## src/rtl/xip_apb_cache.sv

```systemverilog
// Read-only direct-mapped word cache sitting on the APB path in front of the
// SPI/XIP flash controller. Flash reads are looked up locally and filled on a
// miss. Flash writes are rejected with an error. All other traffic is bridged
// downstream unchanged. Every upstream/downstream output is registered.
module xip_apb_cache #(
   parameter logic [31:0] FLASH_BASE = 32'h3000_0000,
   parameter logic [31:0] FLASH_END  = 32'h3fff_ffff,
   parameter int unsigned IDX_W      = 4
) (
   input  logic        clock,
   input  logic        reset,
   input  logic [31:0] in_paddr,
   input  logic        in_psel,
   input  logic        in_penable,
   input  logic [2:0]  in_pprot,
   input  logic        in_pwrite,
   input  logic [31:0] in_pwdata,
   input  logic [3:0]  in_pstrb,
   output logic        in_pready,
   output logic [31:0] in_prdata,
   output logic        in_pslverr,
   output logic [31:0] out_paddr,
   output logic        out_psel,
   output logic        out_penable,
   output logic [2:0]  out_pprot,
   output logic        out_pwrite,
   output logic [31:0] out_pwdata,
   output logic [3:0]  out_pstrb,
   input  logic        out_pready,
   input  logic [31:0] out_prdata,
   input  logic        out_pslverr,
   input  logic        flush,
   output logic        perf_hit,
   output logic        perf_miss
);

   localparam int unsigned ENTRIES = 2 ** IDX_W;
   localparam int unsigned TAG_W   = 26 - IDX_W;

   typedef enum logic [1:0] {IDLE, M_SETUP, M_ACCESS, RESP} state_e;

   state_e            state_q, state_d;
   logic [31:0]       out_paddr_q, out_paddr_d;
   logic              out_psel_q, out_psel_d;
   logic              out_penable_q, out_penable_d;
   logic [2:0]        out_pprot_q, out_pprot_d;
   logic              out_pwrite_q, out_pwrite_d;
   logic [31:0]       out_pwdata_q, out_pwdata_d;
   logic [3:0]        out_pstrb_q, out_pstrb_d;
   logic              in_pready_q, in_pready_d;
   logic [31:0]       in_prdata_q, in_prdata_d;
   logic              in_pslverr_q, in_pslverr_d;
   logic              perf_hit_q, perf_hit_d;
   logic              perf_miss_q, perf_miss_d;
   logic              fill_q, fill_d;      // in-flight transfer is a flash fill
   logic              kill_q, kill_d;      // flush seen while the fill was in flight
   logic              fill_we;

   logic [ENTRIES-1:0] valid_q;
   logic [TAG_W-1:0]   tag_q  [ENTRIES];
   logic [31:0]        data_q [ENTRIES];

   logic               is_flash;
   logic [IDX_W-1:0]   lk_idx;
   logic [TAG_W-1:0]   lk_tag;
   logic               lk_hit;
   logic [IDX_W-1:0]   fill_idx;
   logic [TAG_W-1:0]   fill_tag;

   assign is_flash = (in_paddr >= FLASH_BASE) && (in_paddr <= FLASH_END);
   assign lk_idx   = in_paddr[IDX_W+1:2];
   assign lk_tag   = in_paddr[27:IDX_W+2];
   assign lk_hit   = valid_q[lk_idx] && (tag_q[lk_idx] == lk_tag);
   // The held downstream address of a fill is already word aligned.
   assign fill_idx = out_paddr_q[IDX_W+1:2];
   assign fill_tag = out_paddr_q[27:IDX_W+2];

   // Next-state and registered-output decisions for the bridge FSM.
   always_comb begin
      state_d       = state_q;
      out_paddr_d   = out_paddr_q;
      out_psel_d    = out_psel_q;
      out_penable_d = out_penable_q;
      out_pprot_d   = out_pprot_q;
      out_pwrite_d  = out_pwrite_q;
      out_pwdata_d  = out_pwdata_q;
      out_pstrb_d   = out_pstrb_q;
      in_pready_d   = 1'b0;
      in_prdata_d   = in_prdata_q;
      in_pslverr_d  = in_pslverr_q;
      perf_hit_d    = 1'b0;
      perf_miss_d   = 1'b0;
      fill_d        = fill_q;
      kill_d        = kill_q;
      fill_we       = 1'b0;
      unique case (state_q)
         IDLE: begin
            if (in_psel && in_penable) begin
               if (is_flash && !in_pwrite && lk_hit && !flush) begin
                  in_prdata_d  = data_q[lk_idx];
                  in_pslverr_d = 1'b0;
                  in_pready_d  = 1'b1;
                  perf_hit_d   = 1'b1;
                  state_d      = RESP;
               end else if (is_flash && in_pwrite) begin
                  in_prdata_d  = '0;
                  in_pslverr_d = 1'b1;
                  in_pready_d  = 1'b1;
                  state_d      = RESP;
               end else begin
                  out_paddr_d   = is_flash ? {in_paddr[31:2], 2'b00} : in_paddr;
                  out_pwrite_d  = is_flash ? 1'b0 : in_pwrite;
                  out_pprot_d   = in_pprot;
                  out_pwdata_d  = in_pwdata;
                  out_pstrb_d   = in_pstrb;
                  out_psel_d    = 1'b1;
                  out_penable_d = 1'b0;
                  perf_miss_d   = is_flash;
                  fill_d        = is_flash;
                  kill_d        = 1'b0;
                  state_d       = M_SETUP;
               end
            end
         end
         M_SETUP: begin
            out_penable_d = 1'b1;
            if (flush) kill_d = 1'b1;
            state_d = M_ACCESS;
         end
         M_ACCESS: begin
            if (flush) kill_d = 1'b1;
            if (out_pready) begin
               in_prdata_d   = out_prdata;
               in_pslverr_d  = out_pslverr;
               in_pready_d   = 1'b1;
               out_psel_d    = 1'b0;
               out_penable_d = 1'b0;
               // A flush in the completing cycle also blocks the fill.
               fill_we       = fill_q && !out_pslverr && !kill_q && !flush;
               state_d       = RESP;
            end
         end
         RESP: begin
            fill_d  = 1'b0;
            kill_d  = 1'b0;
            state_d = IDLE;
         end
         default: state_d = IDLE;
      endcase
   end

   // Control state and all registered outputs; cleared by the async reset.
   always_ff @(posedge clock or negedge reset) begin
      if (!reset) begin
         state_q       <= IDLE;
         out_paddr_q   <= '0;
         out_psel_q    <= 1'b0;
         out_penable_q <= 1'b0;
         out_pprot_q   <= '0;
         out_pwrite_q  <= 1'b0;
         out_pwdata_q  <= '0;
         out_pstrb_q   <= '0;
         in_pready_q   <= 1'b0;
         in_prdata_q   <= '0;
         in_pslverr_q  <= 1'b0;
         perf_hit_q    <= 1'b0;
         perf_miss_q   <= 1'b0;
         fill_q        <= 1'b0;
         kill_q        <= 1'b0;
      end else begin
         state_q       <= state_d;
         out_paddr_q   <= out_paddr_d;
         out_psel_q    <= out_psel_d;
         out_penable_q <= out_penable_d;
         out_pprot_q   <= out_pprot_d;
         out_pwrite_q  <= out_pwrite_d;
         out_pwdata_q  <= out_pwdata_d;
         out_pstrb_q   <= out_pstrb_d;
         in_pready_q   <= in_pready_d;
         in_prdata_q   <= in_prdata_d;
         in_pslverr_q  <= in_pslverr_d;
         perf_hit_q    <= perf_hit_d;
         perf_miss_q   <= perf_miss_d;
         fill_q        <= fill_d;
         kill_q        <= kill_d;
      end
   end

   // Valid bits: flush wins over a fill landing on the same edge.
   always_ff @(posedge clock or negedge reset) begin
      if (!reset) begin
         valid_q <= '0;
      end else if (flush) begin
         valid_q <= '0;
      end else if (fill_we) begin
         valid_q[fill_idx] <= 1'b1;
      end
   end

   // Tag and data arrays are not reset; valid bits qualify their contents.
   always_ff @(posedge clock) begin
      if (fill_we) begin
         tag_q[fill_idx]  <= fill_tag;
         data_q[fill_idx] <= out_prdata;
      end
   end

   assign out_paddr   = out_paddr_q;
   assign out_psel    = out_psel_q;
   assign out_penable = out_penable_q;
   assign out_pprot   = out_pprot_q;
   assign out_pwrite  = out_pwrite_q;
   assign out_pwdata  = out_pwdata_q;
   assign out_pstrb   = out_pstrb_q;
   assign in_pready   = in_pready_q;
   assign in_prdata   = in_prdata_q;
   assign in_pslverr  = in_pslverr_q;
   assign perf_hit    = perf_hit_q;
   assign perf_miss   = perf_miss_q;

endmodule

```

## config.mk

```make
export PLATFORM = sky130hd
export DESIGN_NAME = xip_apb_cache
export DESIGN_NICKNAME = d
export VERILOG_FILES = /design/src/rtl/xip_apb_cache.sv
export SDC_FILE = /design/constraint.sdc
export NUM_CORES = 1
export LEC_CHECK = 0
export ABC_CLOCK_PERIOD_IN_PS = 5700
export CORE_MARGIN = 2
export CORE_UTILIZATION = 45
export CTS_CLUSTER_SIZE = 16
export DETAILED_ROUTE_END_ITERATION = 10
export PLACE_DENSITY = 0.65
export REMOVE_ABC_BUFFERS = 1
export SLEW_MARGIN = 10
export SYNTH_ARGS = -nofsm -noshare
export SYNTH_HDL_FRONTEND = slang
export SYNTH_SLANG_ARGS = --single-unit
```

## constraint.sdc

```tcl
create_clock -name clock -period 5.7 [get_ports clock]
set_input_delay 1.425 -clock clock [delete_from_list [all_inputs] [get_ports clock]]
set_output_delay 1.425 -clock clock [all_outputs]
set_load 0.05 [all_outputs]
```

# Word-level counts from Yosys, hierarchy flattened
# Memories as Yosys holds them, arrays and structs flattened.
# Cells that the tools add are included.
# W data, S select, Z words.
# op_classes
n_lt_le_gt_ge	5
eq_ne	10
n_reduce_logical	28
bitwise	3
mux	54
# ops
op	count
$mux W32	4
$pmux W32 S2	1
$mux W1	33
$ge A32 B30 Y1 const B	1
$le A32 B30 Y1 const B	1
$mux W16	2
$eq A22 B22 Y1	1
$or A16 B16 Y16	1
$reduce_and A4 Y1	4
$logic_and A1 B1 Y1	11
$lt A4 B5 Y1 const B	2
$mux W2	5
$reduce_and A5 Y1	2
$ne A2 B2 Y1 const B	4
$pmux W1 S2	4
$pmux W2 S4	1
$pmux W1 S3	2
$reduce_bool A2 Y1	3
$bmux W1 S4	1
$demux W1 S4	1
$eq A2 B2 Y1 const B	2
$ge A4 B1 Y1 const B	1
$logic_not A1 Y1	4
$ne A3 B3 Y1 const B	1
other kinds (7)	8
# totals
out_inout_bits	110
memories	2
inputBits	111
ram_bits	864
regBits	130
# mem_list
name	words	word_bits	rd	rd_clocked_by_memory_dff	wr	line_no	source
data_q	16	32	1	0	1	61	logic [31:0] data_q [ENTRIES];
tag_q	16	22	1	0	1	60	logic [TAG_W-1:0] tag_q [ENTRIES];

# Logic depth before layout (Yosys ltp)
# Gate-level depths: netlist (run 1).
# logic_depth
word_depth	8
mapped_depth	15

# Worst setup path after synthesis (run 1)
# No wires, ideal clock.
# synth_path
kind	input to register
from	in flush
to	mem data_q[8][0] (enable)
path_slack_ps	-663
path_buffers	1
arrival_time_ps	5829
stages	4
setup_time_ps	534
cell_sequence	clkbuf_1 nor4_1 nand2_1 nor3_1
# synth_via
elab_chain_len	6
# synth_lines
element	line_no	source
start: declaration	32	input logic flush,
$logic_not A1 Y1	139	fill_we = fill_q && !out_pslverr && !kill_q && !flush;
$logic_and A1 B1 Y1	139	
$mux W1	132	if (out_pready) begin
$mux W1	96	unique case (state_q)
$mux W1	202	if (fill_we) begin
$mux W1 (not written as such)	204	data_q[fill_idx] <= out_prdata;
end: declaration	61	
# No other way between the ends.

# Worst setup path after layout (run 1)
# layout_path
from	in in_paddr[2]
to	reg in_prdata_q[30], in the netlist in_prdata[30]
# layout_via
elab_chain_len	8
word_cells_on_any_way	18
classes_between	order compare (2); eq/ne (2); mux (5); reduce/logical (7); memory (2)
# layout_lines
element	line_no	source
start: declaration	12	input logic [31:0] in_paddr,
$ge A32 B30 Y1 (tied with other cells)	70	assign is_flash = (in_paddr >= FLASH_BASE) && (in_paddr <= FLASH_END);
$logic_and A1 B1 Y1 (tied with other cells)	70	
$logic_and A1 B1 Y1 (on tied branches)	99, 73	
$logic_and A1 B1 Y1 (2 in a row)	99	if (is_flash && !in_pwrite && lk_hit && !flush) begin
$mux W32	99	
$mux W32	98	if (in_psel && in_penable) begin
$pmux W32 S2	96	
end signal: assignment	180	in_prdata_q <= in_prdata_d;
end: declaration	51	logic [31:0] in_prdata_q, in_prdata_d;
# Several ways; a longest one is shown, not always the timed one. The select of a mux whose other input is x is not followed.
# A chain may end at the register's enable or synchronous reset.

==> results by group, run 1 <==
Synthesis
  • Synth Flop Type: edfxtp_1
  • Async SR Flop Fraction: 0.1308
  • Synth Area in XOR/XNOR: 0.006491
  • EDFF count, synth: 864
  • Area of the mapped netlist: 39130 µm²
  • Post-synth top area share: 0.6630
  • Largest family of logic cells by synthesized area: multiplexers
  • Mux share of post-synthesis cell area: 0.1792
  • Mapped Cells: about 1900
  • Dominant cell type by area after synthesis: edfxtp_1
  • Simple-gate portion of the synthesized area: 0.02961
  • Seq/Total Area, Yosys: 0.7461
  • Syn. warnings: 0
  • Synth Area in Compound Gates: 0.02289
  • Post-Synth Adder-Cell Area: 0.001279
  • #FFs+latches synth: 994
  • Mean Syn Cell Area: 20.84 µm²
  • Area contributors post-synth: edfxtp_1 66%, mux4_2 13%, dfrtp_1 8.3%
  • Post-synth cell types: 68

Routing
  • TritonRoute pass-1 iters: 5
  • Via count: roughly 20000
  • Post-detailed-route DRC marker count: 0
  • Final WL: 97160 µm
  • Routed len/inst: 28.38 µm
  • Post-DRT Antenna Nets: 0
  • Vias per std cell: 5.846
  • Initial DRC Count: about 2100

Flow run
  • Max_cap viols: 0

Critical path
  • CP Capture Type: flip-flop
  • Worst-path fanout max: 46
  • CP Launch Type: input pin
  • Reg2Reg Launch Point: tag_q[15][14]$_DFFE_PP_
  • Critical path required time: 6.29 ns
  • End point of the critical path: in_prdata[30]$_DFFE_PN0P_
  • R2R Path End: in_prdata[30]$_DFFE_PN0P_
  • Setup CP Type: in2reg
  • Worst path arrival time: 5.36 ns
  • R2r setup slk: 1.91 ns
  • Crit. Startpoint: in_paddr[2]
  • Worst Reg2Reg Path Length in Cells: 10

Place
  • PortBufs: 220
  • Area after DPL: 43190 µm²
  • Gp weighted congestion: between 0.8 and 0.9
  • Final HPWL from detailed placement: 53380 µm

Final layout
  • FILL cells: 6569
  • Final-stage net count: approximately 2300
  • Final std cell area, no fill: 46650 µm²
  • Layout cells sized above 1: 0.2800
  • Final Util: 0.5395
  • Area grow syn2layout: 19.22%
  • Most common cell after layout, fill and taps aside: edfxtp_1
  • Most frequent cells in the layout: 864 x edfxtp_1, 226 x mux4_2, 215 x clkdlybuf4s50_1

Die
  • I/O pin cnt: 221
  • Full die area: slightly below 90000 µm²
  • Core area: roughly 86000 µm²
  • Starting density of the core: 0.4525
  • Row cnt: 108
  • Die width: 298.9 µm
  • Die span in y: 298.9 µm

Timing
  • Worst slew margin: 0.3435
  • Layout Skew: 0.02509 ns
  • Final Hold Viols: 0
  • Final Setup Violations: 0
  • Fin crit share: 0.8377
  • Post-route setup TNS: 0 ns
  • RSZ-0062 raised after global routing: false
  • Slew Limit Fails: 0
  • Fmax: 209.4 MHz
  • Slew @ Worst Pin: 0.9848 ns
  • Crit path time final: 4.775 ns
  • Worst hold margin: ~0.50 ns

Global routing
  • Vias in the first global route: 20678
  • Gr ovfl total: 0
  • Pin count of the biggest net entering global routing: 65
  • Gr usage total: 0.2180
  • Initial antenna violation count: 4
  • Global-route wire length before repair: between 100000 and 150000 µm

CTS
  • Sink Count: 994
  • Max Buffers Root-to-Sink: 3
  • H-tree depth reported by CTS: 3
  • CTS clk-pin slew, worst paths: 0.06 ns
  • Hold buffer count at CTS: 0
  • Number of buffers created by CTS: 102
  • Skew-Pair Late Insertion Delay: 0.66 ns
  • Postcts setup bufs: 0
  • CTS tree: built
  • Root buffer cell: clkbuf_16
  • CTS resizes: 0

Run status
  • Status: complete, no violations

Power
  • Peak supply drop: 0.0003394 V
  • PD cells: 419.3 nW/µm²
  • LEAKAGE: 15.47 nW

Hold path
  • Class of the worst hold path: reg2reg
## power by group
part / internal (mW) / switching (mW)
Sequential: 8.67 / 0.604
Combinational: 1.32 / 2.23
Clock: 3.97 / 2.76
## layout make-up
type | instances | area, µm² | area share
flip-flops and latches | 994 | 29200 | 0.6258
multi-input cells | 775 | 9508 | 0.2038
repair buffers | 296 | 3005 | 0.06442
clock buffers | 141 | 2892 | 0.06198
well taps | 1155 | 1445 | 0.03098
clock inverters | 52 | 566.8 | 0.01215
inverters | 10 | 37.54 | 0.0008045
diodes | 1 | 2.502 | 0.00005364
## layer usage
metal	GRT usage	wire [µm]
met5	0	38
met4	0.05512	1752
met3	0.04202	7130
met2	0.3563	48130
met1	0.3038	40110
## critical path, cell delays in order
cell and delay (ns):
buf_8 0.34, buf_4 0.27, mux4_2 0.52, xnor2_1 0.15
o21ai_0 0.19, a211oi_1 0.69, o22ai_4 0.20, buf_4 0.31
or4b_2 0.68, o21ai_0 0.22, mux2_2 0.20
## sequential cells by signal, summed over array words and instances, names as in the netlist, 2 cells and up
register / flops
tag_q: 352
data_q: 512
out_pwdata: 32
out_paddr: 32
out_pstrb: 4
in_prdata: 32
out_pprot: 3
state_q: 2
valid_q: 16
## stage by stage
step	total power, mW	setup slack [ns]	std cells
global route	20.22	0.7878	3424
CTS	19.73	0.9454	3423
floorplan	11.37	-0.5320	1779
finish	19.56	0.9254	3424
detailed placement	13.02	0.2564	3230
global placement	12.92	0.3325	3230
## Yosys cell counts (all sizes together), types with 3 or more instances
cell type / number
mux4: 226
a21oi: 11
nand2: 76
o211ai: 3
o22ai: 5
a2111oi: 3
xnor2: 12
dfrtp: 130
xor2: 17
ha: 4
nor2b: 10
or4b: 33
nand4: 5
edfxtp: 864
a221oi: 5
nor2: 52
nand3: 6
o21ai: 45
nor4: 7
a31oi: 8
o21ba: 5
nor3: 10
buf: 61
mux2i: 66
inv: 10
a22o: 14
mux2: 110
clkbuf: 38
nand2b: 7
## cell families (layout without fill, tap and decap cells)
kind of cell,after synthesis,after routing
DFF,994,994
buffers and inverters,109,499
xor gates and xnor gates,29,29
other,0,1
AOI/OAI and AO/OA,123,123
muxes,402,402
adders and majority gates,4,4
and+or+nand+nor,217,217
## worst min path at each step
stage	startpoint	to	slack, ns	cells after the start
final	out_paddr[28]$_DFFE_PN0P_	out_paddr[28]$_DFFE_PN0P_	0.50	1
after global routing	out_pwdata[3]$_DFFE_PN0P_	out_pwdata[3]$_DFFE_PN0P_	0.52	1
after CTS	out_paddr[28]$_DFFE_PN0P_	out_paddr[28]$_DFFE_PN0P_	0.50	1
after detailed placement	valid_q[8]$_DFFE_PN0P_	valid_q[8]$_DFFE_PN0P_	0.48	2
after global placement	out_paddr[28]$_DFFE_PN0P_	out_paddr[28]$_DFFE_PN0P_	0.47	1
after floorplan	valid_q[11]$_DFFE_PN0P_	valid_q[11]$_DFFE_PN0P_	0.46	2
No activity file was read; power rests on OpenSTA's default activity.
==> run 2: changes to the inputs <==
- ABC_CLOCK_PERIOD_IN_PS: 5700 -> 4700
- PLACE_DENSITY: 0.65 -> not set
- clock period: 5.7 -> 4.7 ns (I/O delays scaled with it)
==> results by group, run 2 (synthesis results as in run 1) <==
Run status
  • Status: complete, no violations

Timing
  • Fin crit share: 0.9124
  • Fmax: 233.2 MHz
  • RSZ-0062 raised after global routing: false
  • Slew @ Worst Pin: 0.8622 ns (-0.1226 ns)
  • Slew Limit Fails: 0 (unchanged)
  • Final Hold Viols: 0 (unchanged)
  • Worst slew margin: 0.4240 (+0.08053)
  • Final Setup Violations: 0 (unchanged)
  • Crit path time final: 4.288 ns
  • Layout Skew: 0.02344 ns (-0.001647 ns)
  • Worst hold margin: 0.4858 ns (-0.009977 ns)
  • Post-route setup TNS: 0 ns (unchanged)

Routing
  • Vias per std cell: 5.759 (-1.5%)
  • Initial DRC Count: 1945 (-8.9%)
  • Post-detailed-route DRC marker count: 0 (unchanged)
  • TritonRoute pass-1 iters: 5 (unchanged)
  • Routed len/inst: 28.05 µm (-1.1%)
  • Final WL: 96560 µm (-0.62%)
  • Via count: 19821 (-0.97%)
  • Post-DRT Antenna Nets: 0 (unchanged)

Critical path
  • Crit. Startpoint: in_paddr[2]
  • Worst path arrival time: 4.82 ns (-0.54 ns)
  • CP Launch Type: input pin
  • R2r setup slk: 1.13 ns (-0.78 ns)
  • R2R Path End: in_prdata[29]$_DFFE_PN0P_
  • Reg2Reg Launch Point: tag_q[1][1]$_DFFE_PP_
  • Worst path max stage delay: 0.50 ns (-0.19 ns)
  • CP dominant cell by count: buf_4
  • Worst Reg2Reg Path Length in Cells: 11 (+1)
  • CP Capture Type: flip-flop
  • Critical path required time: 5.23 ns (-1.06 ns)
  • Critical path cell sequence: buf_8, buf_4, mux4_2, nor2b_1, a21oi_1, a2111oi_0, buf_4, nand4_1, o2bb2ai_2, nor4_2, o311ai_4, buf_12, mux2_2
  • Worst-path fanout max: 32 (-30%)
  • End point of the critical path: in_prdata[29]$_DFFE_PN0P_
  • CP max-delay cell: mux4_2
  • Setup CP Type: in2reg

Global routing
  • Gr usage total: 0.2171 (-0.0008905)
  • Gr ovfl total: 0 (unchanged)
  • Global-route wire length before repair: 141000 µm (-0.68%)
  • Vias in the first global route: 20489 (-0.91%)
  • Initial antenna violation count: 7 (+3)
  • Pin count of the biggest net entering global routing: 86 (+32%)

Final layout
  • Layout cells sized above 1: 0.2849 (+0.004919)
  • Final std cell area, no fill: 46880 µm² (+0.48%)
  • Reg with most FFs: data_q
  • Most common cell after layout, fill and taps aside: edfxtp_1
  • Max reg flops: 512 (unchanged)
  • Regs by FF count: data_q (512), tag_q (352)
  • Area grow syn2layout: 19.79%
  • Final-stage net count: 2314 (+0.87%)
  • Area of the multi-input gates: 9508 µm² (unchanged)
  • Most frequent cells in the layout: 864 x edfxtp_1, 226 x mux4_2, 215 x clkdlybuf4s50_1
  • FILL cells: 6584 (+0.23%)
  • Non-Filler Instances: 3442 (+0.53%)
  • Reg area: 29200 µm² (unchanged)

Die
  • I/O pin cnt: 221 (unchanged)
  • Core area: 86480 µm² (unchanged)
  • Die width: 298.9 µm (unchanged)
  • Starting density of the core: 0.4525 (unchanged)
  • Row cnt: 108 (unchanged)
  • Full die area: 89340 µm² (unchanged)
  • Die span in y: 298.9 µm (unchanged)

Hold path
  • Class of the worst hold path: reg2reg

CTS
  • H-tree depth reported by CTS: 3 (unchanged)
  • Sink Count: 994 (unchanged)
  • Root buffer cell: clkbuf_16
  • Max Buffers Root-to-Sink: 3 (unchanged)
  • Number of buffers created by CTS: 99 (-2.9%)
  • CTS tree: built
  • CTS clk-pin slew, worst paths: 0.06 ns (about the same)
  • Postcts setup bufs: 0 (unchanged)
  • Hold buffer count at CTS: 0 (unchanged)
  • CTS resizes: 0 (unchanged)
  • Skew-Pair Late Insertion Delay: 0.66 ns (about the same)

Place
  • Area after DPL: 43570 µm² (+0.86%)
  • Gp weighted congestion: 0.8064 (-0.54%)
  • Final HPWL from detailed placement: 54080 µm (+1.3%)
  • PortBufs: 220 (unchanged)
  • Placed Cells: 3253 (+0.71%)

Flow run
  • Max_cap viols: 0 (unchanged)

Power
  • Peak supply drop: 0.0003936 V (+16%)
  • PD cells: 501.1 nW/µm² (+20%)
  • LEAKAGE: 15.59 nW (+0.78%)
-- run 2: layer usage --
metal  up-vias  track usage  part of all wire
li1       8380            -                 -
met1     10576       0.3126              0.43
met2       721       0.3454              0.48
met3       140      0.03940             0.068
met4         4      0.05571             0.021
met5         -            0           0.00027
-- run 2: how the worst min path moves through the flow --
stage	from	end	slack [ns]	cells past startpoint
floorplan	valid_q[11]$_DFFE_PN0P_	valid_q[11]$_DFFE_PN0P_	0.46	2
global placement	in_prdata[22]$_DFFE_PN0P_	in_prdata[22]$_DFFE_PN0P_	0.47	1
detailed placement	out_paddr[28]$_DFFE_PN0P_	out_paddr[28]$_DFFE_PN0P_	0.48	1
CTS	out_paddr[28]$_DFFE_PN0P_	out_paddr[28]$_DFFE_PN0P_	0.49	1
global route	out_paddr[28]$_DFFE_PN0P_	out_paddr[28]$_DFFE_PN0P_	0.50	1
finish	out_paddr[28]$_DFFE_PN0P_	out_paddr[28]$_DFFE_PN0P_	0.49	1
-- run 2: worst max-delay path, delay by kind of cell --
family	cells	cell delay, ns
mux	2	0.87
buf+inv	4	0.95
simple gates	3	0.40
compound gates	4	1.32
-- run 2: final cells by class --
class / instances / share of cell area
timing repair buffer: 319 / 0.07207
tap: 1155 / 0.03083
inverter: 10 / 0.0008007
clock buffer: 139 / 0.05971
multi-input combinational: 775 / 0.2028
clock inverter: 48 / 0.01081
sequential: 994 / 0.6229
antenna: 2 / 0.0001068
-- run 2: power breakdown --
group / switching (mW) / leakage, nW / total [mW] / internal [mW]
combinational: 2.68 / 4.56 / 4.31 / 1.63
sequential: 0.740 / 9.41 / 11.3 / 10.5
clock: 3.27 / 1.62 / 7.93 / 4.66
-- run 2: stage by stage --
stage / utilization / total power, mW / setup slack (ns)
5_1_grt: 0.5420 / 24.33 / 0.3150
4_1_cts: 0.5420 / 23.73 / 0.5011
6_report: 0.5420 / 23.49 / 0.4118
3_5_place_dp: 0.5038 / 15.79 / -0.1752
2_1_floorplan: - / 13.79 / -1.391
3_3_place_gp: 0.5038 / 15.70 / -0.1282
